File: src/rtl/operand_loader.sv
// Operand loader: synchronises four pushbuttons and a 4-bit switch bank,
// debounces each button, and on a debounced press writes the switch value
// into the nibble that button owns. Produces the two 8-bit comparator
// operands plus loaded/ready/update status for the display logic.
`timescale 1ns/1ps

module operand_loader #(
  parameter int DEBOUNCE_CYCLES = 250000,
  parameter int CNT_W           = 20
) (
  input  logic       clk,
  input  logic       reset,
  input  logic       PB1,
  input  logic       PB2,
  input  logic       PB3,
  input  logic       PB4,
  input  logic [3:0] s,
  input  logic       clr,
  output logic [7:0] a,
  output logic [7:0] b,
  output logic [3:0] loaded,
  output logic       ready,
  output logic       upd
);

  // Counter value on which the next disagreeing edge flips the stable level.
  localparam logic [CNT_W-1:0] CntLast = CNT_W'(DEBOUNCE_CYCLES - 1);

  // Bit n-1 of the button vector corresponds to PBn.
  logic [3:0] pbRaw;

  // Two-flop synchronisers for the buttons and the switch bank.
  logic [3:0] pbMeta_q;
  logic [3:0] pbSync_q;
  logic [3:0] sMeta_q;
  logic [3:0] sSync_q;

  // Per-button debounced level and qualification counter.
  logic [3:0]           stable_q;
  logic [3:0]           stable_d;
  logic [CNT_W-1:0]     cnt_q [4];
  logic [CNT_W-1:0]     cnt_d [4];

  // One bit per button: its debounced level rises on this edge.
  logic [3:0] write;

  // Operand and status registers.
  logic [7:0] a_q;
  logic [7:0] a_d;
  logic [7:0] b_q;
  logic [7:0] b_d;
  logic [3:0] loaded_q;
  logic [3:0] loaded_d;
  logic       ready_q;
  logic       ready_d;
  logic       upd_q;
  logic       upd_d;

  assign pbRaw = {PB4, PB3, PB2, PB1};

  // Synchroniser chains; reset clears them so a held button re-qualifies.
  always_ff @(posedge clk or posedge reset) begin
    if (reset) begin
      pbMeta_q <= '0;
      pbSync_q <= '0;
      sMeta_q  <= '0;
      sSync_q  <= '0;
    end else begin
      pbMeta_q <= pbRaw;
      pbSync_q <= pbMeta_q;
      sMeta_q  <= s;
      sSync_q  <= sMeta_q;
    end
  end

  // Debounce: count consecutive disagreeing edges, flip after DEBOUNCE_CYCLES.
  always_comb begin
    stable_d = stable_q;
    write    = '0;
    for (int n = 0; n < 4; n++) begin
      cnt_d[n] = '0;
      if (pbSync_q[n] != stable_q[n]) begin
        if (cnt_q[n] == CntLast) begin
          stable_d[n] = ~stable_q[n];
          cnt_d[n]    = '0;
          write[n]    = ~stable_q[n];
        end else begin
          cnt_d[n] = cnt_q[n] + 1'b1;
        end
      end
    end
  end

  // Debounce state registers.
  always_ff @(posedge clk or posedge reset) begin
    if (reset) begin
      stable_q <= '0;
      for (int n = 0; n < 4; n++) begin
        cnt_q[n] <= '0;
      end
    end else begin
      stable_q <= stable_d;
      for (int n = 0; n < 4; n++) begin
        cnt_q[n] <= cnt_d[n];
      end
    end
  end

  // Nibble writes, loaded flags (load beats clear), ready and update pulse.
  always_comb begin
    a_d = a_q;
    b_d = b_q;
    if (write[0]) a_d[3:0] = sSync_q;
    if (write[1]) a_d[7:4] = sSync_q;
    if (write[2]) b_d[3:0] = sSync_q;
    if (write[3]) b_d[7:4] = sSync_q;
    loaded_d = clr ? 4'b0000 : loaded_q;
    loaded_d = loaded_d | write;
    ready_d  = &loaded_q;
    upd_d    = |write;
  end

  // Output registers.
  always_ff @(posedge clk or posedge reset) begin
    if (reset) begin
      a_q      <= '0;
      b_q      <= '0;
      loaded_q <= '0;
      ready_q  <= 1'b0;
      upd_q    <= 1'b0;
    end else begin
      a_q      <= a_d;
      b_q      <= b_d;
      loaded_q <= loaded_d;
      ready_q  <= ready_d;
      upd_q    <= upd_d;
    end
  end

  assign a      = a_q;
  assign b      = b_q;
  assign loaded = loaded_q;
  assign ready  = ready_q;
  assign upd    = upd_q;

endmodule

File: config.mk
export PLATFORM = sky130hd
export DESIGN_NAME = operand_loader
export DESIGN_NICKNAME = d
export VERILOG_FILES = /design/src/rtl/operand_loader.sv
export SDC_FILE = /design/constraint.sdc
export NUM_CORES = 1
export LEC_CHECK = 0
export CAP_MARGIN = 25
export CORE_MARGIN = 3
export CORE_UTILIZATION = 55
export DETAILED_ROUTE_END_ITERATION = 12
export PLACE_DENSITY = 0.75
export RECOVER_POWER = 50
export SLEW_MARGIN = 20
export SYNTH_ARGS = -nofsm -noshare
export SYNTH_HDL_FRONTEND = slang
export SYNTH_SLANG_ARGS = --single-unit
File: constraint.sdc
create_clock -name clk -period 9.4 [get_ports clk]
set_input_delay 1.41 -clock clk [delete_from_list [all_inputs] [get_ports clk]]
set_output_delay 1.41 -clock clk [all_outputs]
set_load 0.05 [all_outputs]
## Yosys cells after proc, flatten, opt, wreduce, memory -nomap -nowiden

Cells that the tools add are included.

- Register bits after elaboration: 122
- Input port bits: 11
- Output and inout bits: 22

- $add $sub $neg: 4
- Equal/unequal tests: 8
- Muxes and demuxes: 17
- Bitwise logic cells: 5
- Reductions and logical operators: 6

Operators with widths:

| cell | count |
|---|---|
| two-way mux 20 bit | 8 |
| adder 20 x 1 -> 20 bit, second input constant | 4 |
| equality test 20 x 18 -> 1 bit, second input constant | 4 |
| two-way mux 1 bit | 8 |
| AND reduction 2 bit | 4 |
| two-way mux 4 bit | 1 |
| inequality test 1 bit | 4 |
| NOT 1 bit | 4 |
| bitwise OR 4 bit | 1 |
| AND reduction 4 bit | 1 |
| OR reduction 4 bit | 1 |

## Logic depth before layout (Yosys ltp)

Gate-level depths: netlist of run 1.

- Word-level depth: 4
- Gate-level depth with buffers: 6

## Worst setup path after synthesis of run 1

No wires, ideal clock.

- Kind: register to register
- Start: reg cnt_q[53] (netlist name)
- End: reg a_q[4] (netlist: a[4])
- Arrival time: 2.255 ns
- Required time: 9.275 ns
- Path slack: 7.019 ns
- Cell stages (with the launch flop): 6
- Cells stage by stage: dfrtp_1 or4_1 or3b_4 or4_4 buf_6 mux2_4

- Cells in the longest elaborated chain, start to end: 3

RTL lines:

| what | line | text |
|---|---|---|
| start: declaration | 41 | `logic [CNT_W-1:0] cnt_q [4];` |
| start signal: indexed assignment | 104 | `cnt_q[n] <= cnt_d[n];` |
| equality test 20 x 18 -> 1 bit | 83 | `if (cnt_q[n] == CntLast) begin` |
| two-way mux 1 bit | 83 |  |
| two-way mux 1 bit | 82 | `if (pbSync_q[n] != stable_q[n]) begin` |
| end signal: assignment | 126 | `a_q <= '0;` |
| end signal: assignment | 132 | `a_q <= a_d;` |
| end: declaration | 48 | `logic [7:0] a_q;` |

Every way passes these cells.
A chain may end at the register's enable or synchronous reset.

==> flow_summary.toml, run 1 <==
[synthesis]
syn_nets = 526
async_flop_share = 1.00
yosysWarnings = 0
synth.area.top_cells = "dfrtp_1 55%, xnor2_1 6.8%, nor2_1 5.5%"
ys_types = 38
ys_ff_latch = 122
synthTopCellsByCount = "122 x dfrtp_1, 81 x nor2_1, 43 x xnor2_1"
netlist_area_um2 = 5500
synth_top_area_cell = "dfrtp_1"
synth_top_cell_area_share = 0.555
synth.most_common_cell = "dfrtp_1"
ys_seq_area_frac = 0.555
synth_edf_count = 0
syn_inst = 511
ys_dominant_reg_cell = "dfrtp_1"
syn_avg_cell_area_um2 = 10.8

[clock_tree]
numClockSinks = 122
clock_path_buffers = 2
cts_setup_buffers = 0
h-tree-depth = 4
clkTransAtPathRegs_ps = 50
cts_tree = "yes"
cts_root_buf = "clkbuf_8"
numCtsBuffers = 17
cts_resized = 0
cts-hold-fix-buffers = 0
clock_latency_ps = 510

[place]
dpl.hpwl_mm = 7.36
place_congestion = 0.798
numPortBuffers = 32
placedCellCount = 663

[sta]
finClkSkew_ps = 15.8
hold_viol = 0
min_period_ps = 3850
fin_crit_sh = 0.409
totalNegativeSetupSlack_ps = 0
rsz0062_at_grt = "no"
hold_ws_ps = 346
max_freq_mhz = 260
tightest_slew_ps = 2790
timing.final.setup_violations = 0
slew_violations = 65
slew_headroom = -0.870

[drt]
viasPerCell = 5.79
routed_wl_mm = 11.5
drc = 0
ant_nets = 0
firstDrtPassIters = 5
wl_per_cell_um = 16.6
drtIter0Drc = 181
dr_total_vias = 4006

[global_route]
grt_pass1_wl_mm = 20.1
grt_overflow_total = 0
antenna_found_initial = 0
grt_max_degree = 65
grt_pass1_vias = 4126
grt_use_total = 0.225

[die]
coreArea_um2 = 9460
fp-row-count = 35
io_pins = 33
die_y_um = 106
die_area_um2 = 11200
start_util = 0.582
die_x_um = 106

[worst_setup_path]
crit_fanout = 64
cp-start-kind = "primary input"
required_ps = 9960
endpoint_kind = "asynchronous set/reset pin"
crit_type = "in2async"
cp_data_arrival_time_ps = 4410

[cells_and_area]
area_delta_synth_final_pct = 18.8
largest_register_ffs = 80
drive_gt1_frac = 0.0995
postLayoutCoreUtil = 0.691
top_register = "cnt_q"
antenna_cells = 0
nFillCells = 730
fin_cells = 692
fin_nets = 568

[power_and_ir_drop]
ir_drop_mv = 0.117
p_per_area_nw_per_um2 = 185
power.leakage_nw = 2.76

[status]
violations = "max-capacitance violations, max-slew violations"
outcome = "finished, violations left"

[min_path]
min_path_type = "reg2reg"

[flow_run]
drv_cap = 1
worst max-delay path, stage by stage:
cell           delay, ps
dlygate4sd3_1        540
clkinvlp_2          1590
buf_4                800
final cells by class:
type	instances	area [µm²]	share of cell area
tap	129	161	0.0247
clock inverter	8	120	0.0184
timing repair buffer	36	350	0.0536
clock buffer	21	459	0.0702
inverter	16	61.3	0.00938
multi-input combinational	360	2330	0.357
sequential	122	3050	0.467
power breakdown:
part           internal, W  switching, W
clock network     0.000418      0.000219
registers         0.000534    0.00000729
logic           0.00000918     0.0000209
worst paths after layout:
kind,start,endpoint,slack [ps],depth (start not counted)
min in group asynchronous,reset,cnt_q[45],2140,2
worst max register to register,cnt_q[70],cnt_q[79],6730,5
worst min-delay path,pbMeta_q[1],pbSync_q[1],350,0
worst max-delay path,reset,a[5],5550,3
worst min register to register,pbMeta_q[1],pbSync_q[1],350,0
max in group clk,loaded[1],loaded[1],6250,1
cell families after synthesis:
logic type | after synthesis | synth area share
fa+ha+maj | 4 | 0.00910
buf+inv | 29 | 0.0214
flops | 122 | 0.555
mux | 25 | 0.0528
xor+xnor | 63 | 0.100
simple gates | 239 | 0.234
compound gates | 29 | 0.0282
through the flow:
step	total power (W)	worst slack, ps	area [µm²]
2_1_floorplan	0.000568	4750	5500
3_3_place_gp	0.000579	6180	5950
3_5_place_dp	0.000581	6140	5970
4_1_cts	0.00122	6230	6550
5_1_grt	0.00125	5060	6540
6_report	0.00121	5550	6540
metal layers:
metal / global-route usage / wire [µm] / share of wire
met5: 0 / 0 / 0
met4: 0.0786 / 209 / 0.018
met3: 0.0656 / 729 / 0.063
met2: 0.377 / 5750 / 0.50
met1: 0.281 / 4800 / 0.42
placed cells by master, fill, tap and decap left out, types with 5 or more instances in the layout:
| cell type | instances |
|---|---|
| dfrtp_1 | 122 |
| nor2_1 | 81 |
| or4_1 | 6 |
| o21ai_0 | 13 |
| mux2_2 | 16 |
| xnor2_1 | 43 |
| and3_1 | 5 |
| xor2_1 | 20 |
| a21oi_1 | 11 |
| dlygate4sd3_1 | 9 |
| or3_1 | 10 |
| clkbuf_16 | 16 |
| nand4_1 | 26 |
| nand2_1 | 17 |
| mux2i_1 | 5 |
| nor4_1 | 19 |
| and4_1 | 12 |
| inv_1 | 15 |
| clkdlybuf4s50_1 | 23 |
| nand3_1 | 24 |
| nor3_1 | 17 |
Note: power is estimated with default switching activity, not from simulation.
==> inputs of run 2 (changes only) <==
- CORE_UTILIZATION: 55 -> 53
- clock period: 9.4 -> 3.5 ns (I/O delays scaled with it)
==> run 2 against run 1 <==
Compared with the run above:
- the run still ends with max-capacitance violations, max-slew violations left
- register-to-register slack got worse by 5700 ps
- utilization decreased by 2.3 points
- count of clock-buffer cells in the layout is 2 lower
- critical path type is now reg2reg
==> flow_summary.toml, run 2 (same netlist as run 1, synthesis figures left out) <==
[worst_setup_path]
startpoint = "cnt_q[53]"
ff2ff_path_depth = 4
crit_fanout = 5
required_ps = 3900
r2r-end = "a[7]"
timing.rr.start = "cnt_q[53]"
regToRegSetupSlack_ps = 1040
endpoint_kind = "flip-flop"
crit_type = "reg2reg"
cp_data_arrival_time_ps = 2860
cp-start-kind = "flip-flop"

[power_and_ir_drop]
power.leakage_nw = 2.81
p_per_area_nw_per_um2 = 519
ir_drop_mv = 0.345

[min_path]
min_path_type = "reg2reg"
hold_start = "pbMeta_q[1]"
hold_end = "pbSync_q[1]"
worstHoldPathCells = 0

[global_route]
grt_max_degree = 51
antenna_found_initial = 0
grt_pass1_wl_mm = 20.1
grt_pass1_vias = 4023
grt_use_total = 0.222
grt_overflow_total = 0

[sta]
slew_violations = 38
timing.final.setup_violations = 0
tightest_slew_ps = 1700
totalNegativeSetupSlack_ps = 0
rsz0062_at_grt = "no"
fin_crit_sh = 0.703
max_freq_mhz = 407
slew_headroom = -0.142
hold_ws_ps = 345
finClkSkew_ps = 6.28
hold_viol = 0
min_period_ps = 2460

[place]
place_congestion = 0.861
numPortBuffers = 32
dpl.hpwl_mm = 7.81

[die]
io_pins = 33
die_x_um = 108
coreArea_um2 = 9950
die_area_um2 = 11600
start_util = 0.553
fp-row-count = 36
die_y_um = 108

[drt]
dr_total_vias = 3967
routed_wl_mm = 11.6
drtIter0Drc = 367
drc = 0
firstDrtPassIters = 5
wl_per_cell_um = 16.5
ant_nets = 0
viasPerCell = 5.63

[cells_and_area]
largest_register_ffs = 80
top_register = "cnt_q"
final_cell_mix = "122 x dfrtp_1, 81 x nor2_1, 43 x xnor2_1, 26 x nand4_1, 24 x nand3_1"
area_delta_synth_final_pct = 20.8
fin_nets = 573
multiInputGateArea_um2 = 2330
nFillCells = 736
antenna_cells = 0
layout_commonest_cell = "dfrtp_1"
drive_gt1_frac = 0.107
regArea_um2 = 3050

[clock_tree]
clock_latency_ps = 520
clock_path_buffers = 2
numCtsBuffers = 17
cts_root_buf = "clkbuf_8"
clkTransAtPathRegs_ps = 60
cts_resized = 0
h-tree-depth = 4
cts_tree = "yes"
numClockSinks = 122
cts_setup_buffers = 0
cts-hold-fix-buffers = 0

[status]
outcome = "finished, violations left"
violations = "max-capacitance violations, max-slew violations"

[flow_run]
drv_cap = 1
## run 2: area by class of cell
cell class / count / area share
sequential: 122 / 0.459
multi-input combinational: 360 / 0.351
clock buffer: 19 / 0.0634
timing repair buffer: 41 / 0.0585
clock inverter: 13 / 0.0337
tap: 133 / 0.0250
inverter: 16 / 0.00922
## run 2: worst max path at each step
stage	slack [ps]	to	depth (start not counted)
floorplan	1120	a[4]	5
global placement	1130	a[4]	4
detailed placement	1090	a[7]	4
CTS	1040	a[7]	4
global route	910	ready	3
finish	1040	a[7]	4
## run 2: stage by stage
stage	instance area, µm²	total power (W)	util	setup WS, ps	std cells
after global routing	6650	0.00355	0.668	907	704
after detailed placement	6020	0.00157	0.604	1090	672
after CTS	6660	0.00348	0.669	1040	704
after global placement	6020	0.00156	0.604	1130	672
final	6650	0.00345	0.668	1040	704
after floorplan	5510	0.00152	-	1120	511
## run 2: power breakdown
part	total, W	internal (W)	leakage (nW)	switching (W)
combinational	0.0000848	0.0000281	0.837	0.0000567
clock	0.00191	0.00129	0.312	0.000618
sequential	0.00145	0.00143	1.66	0.0000194
total	0.00345	0.00276	2.81	0.000694
## run 2: critical path, cell delays in order (launching register included)
cell and delay (ps):
dfrtp_1 420, or4_1 580, or3b_4 420, or4_4 590, mux2_4 330
## run 2: routing by layer
metal / track usage / part of all wire / vias up
li1: - / - / 1910
met1: 0.311 / 0.47 / 1981
met2: 0.341 / 0.48 / 63
met3: 0.0468 / 0.028 / 13
met4: 0.0830 / 0.013 / 0
met5: 0 / 0 / -
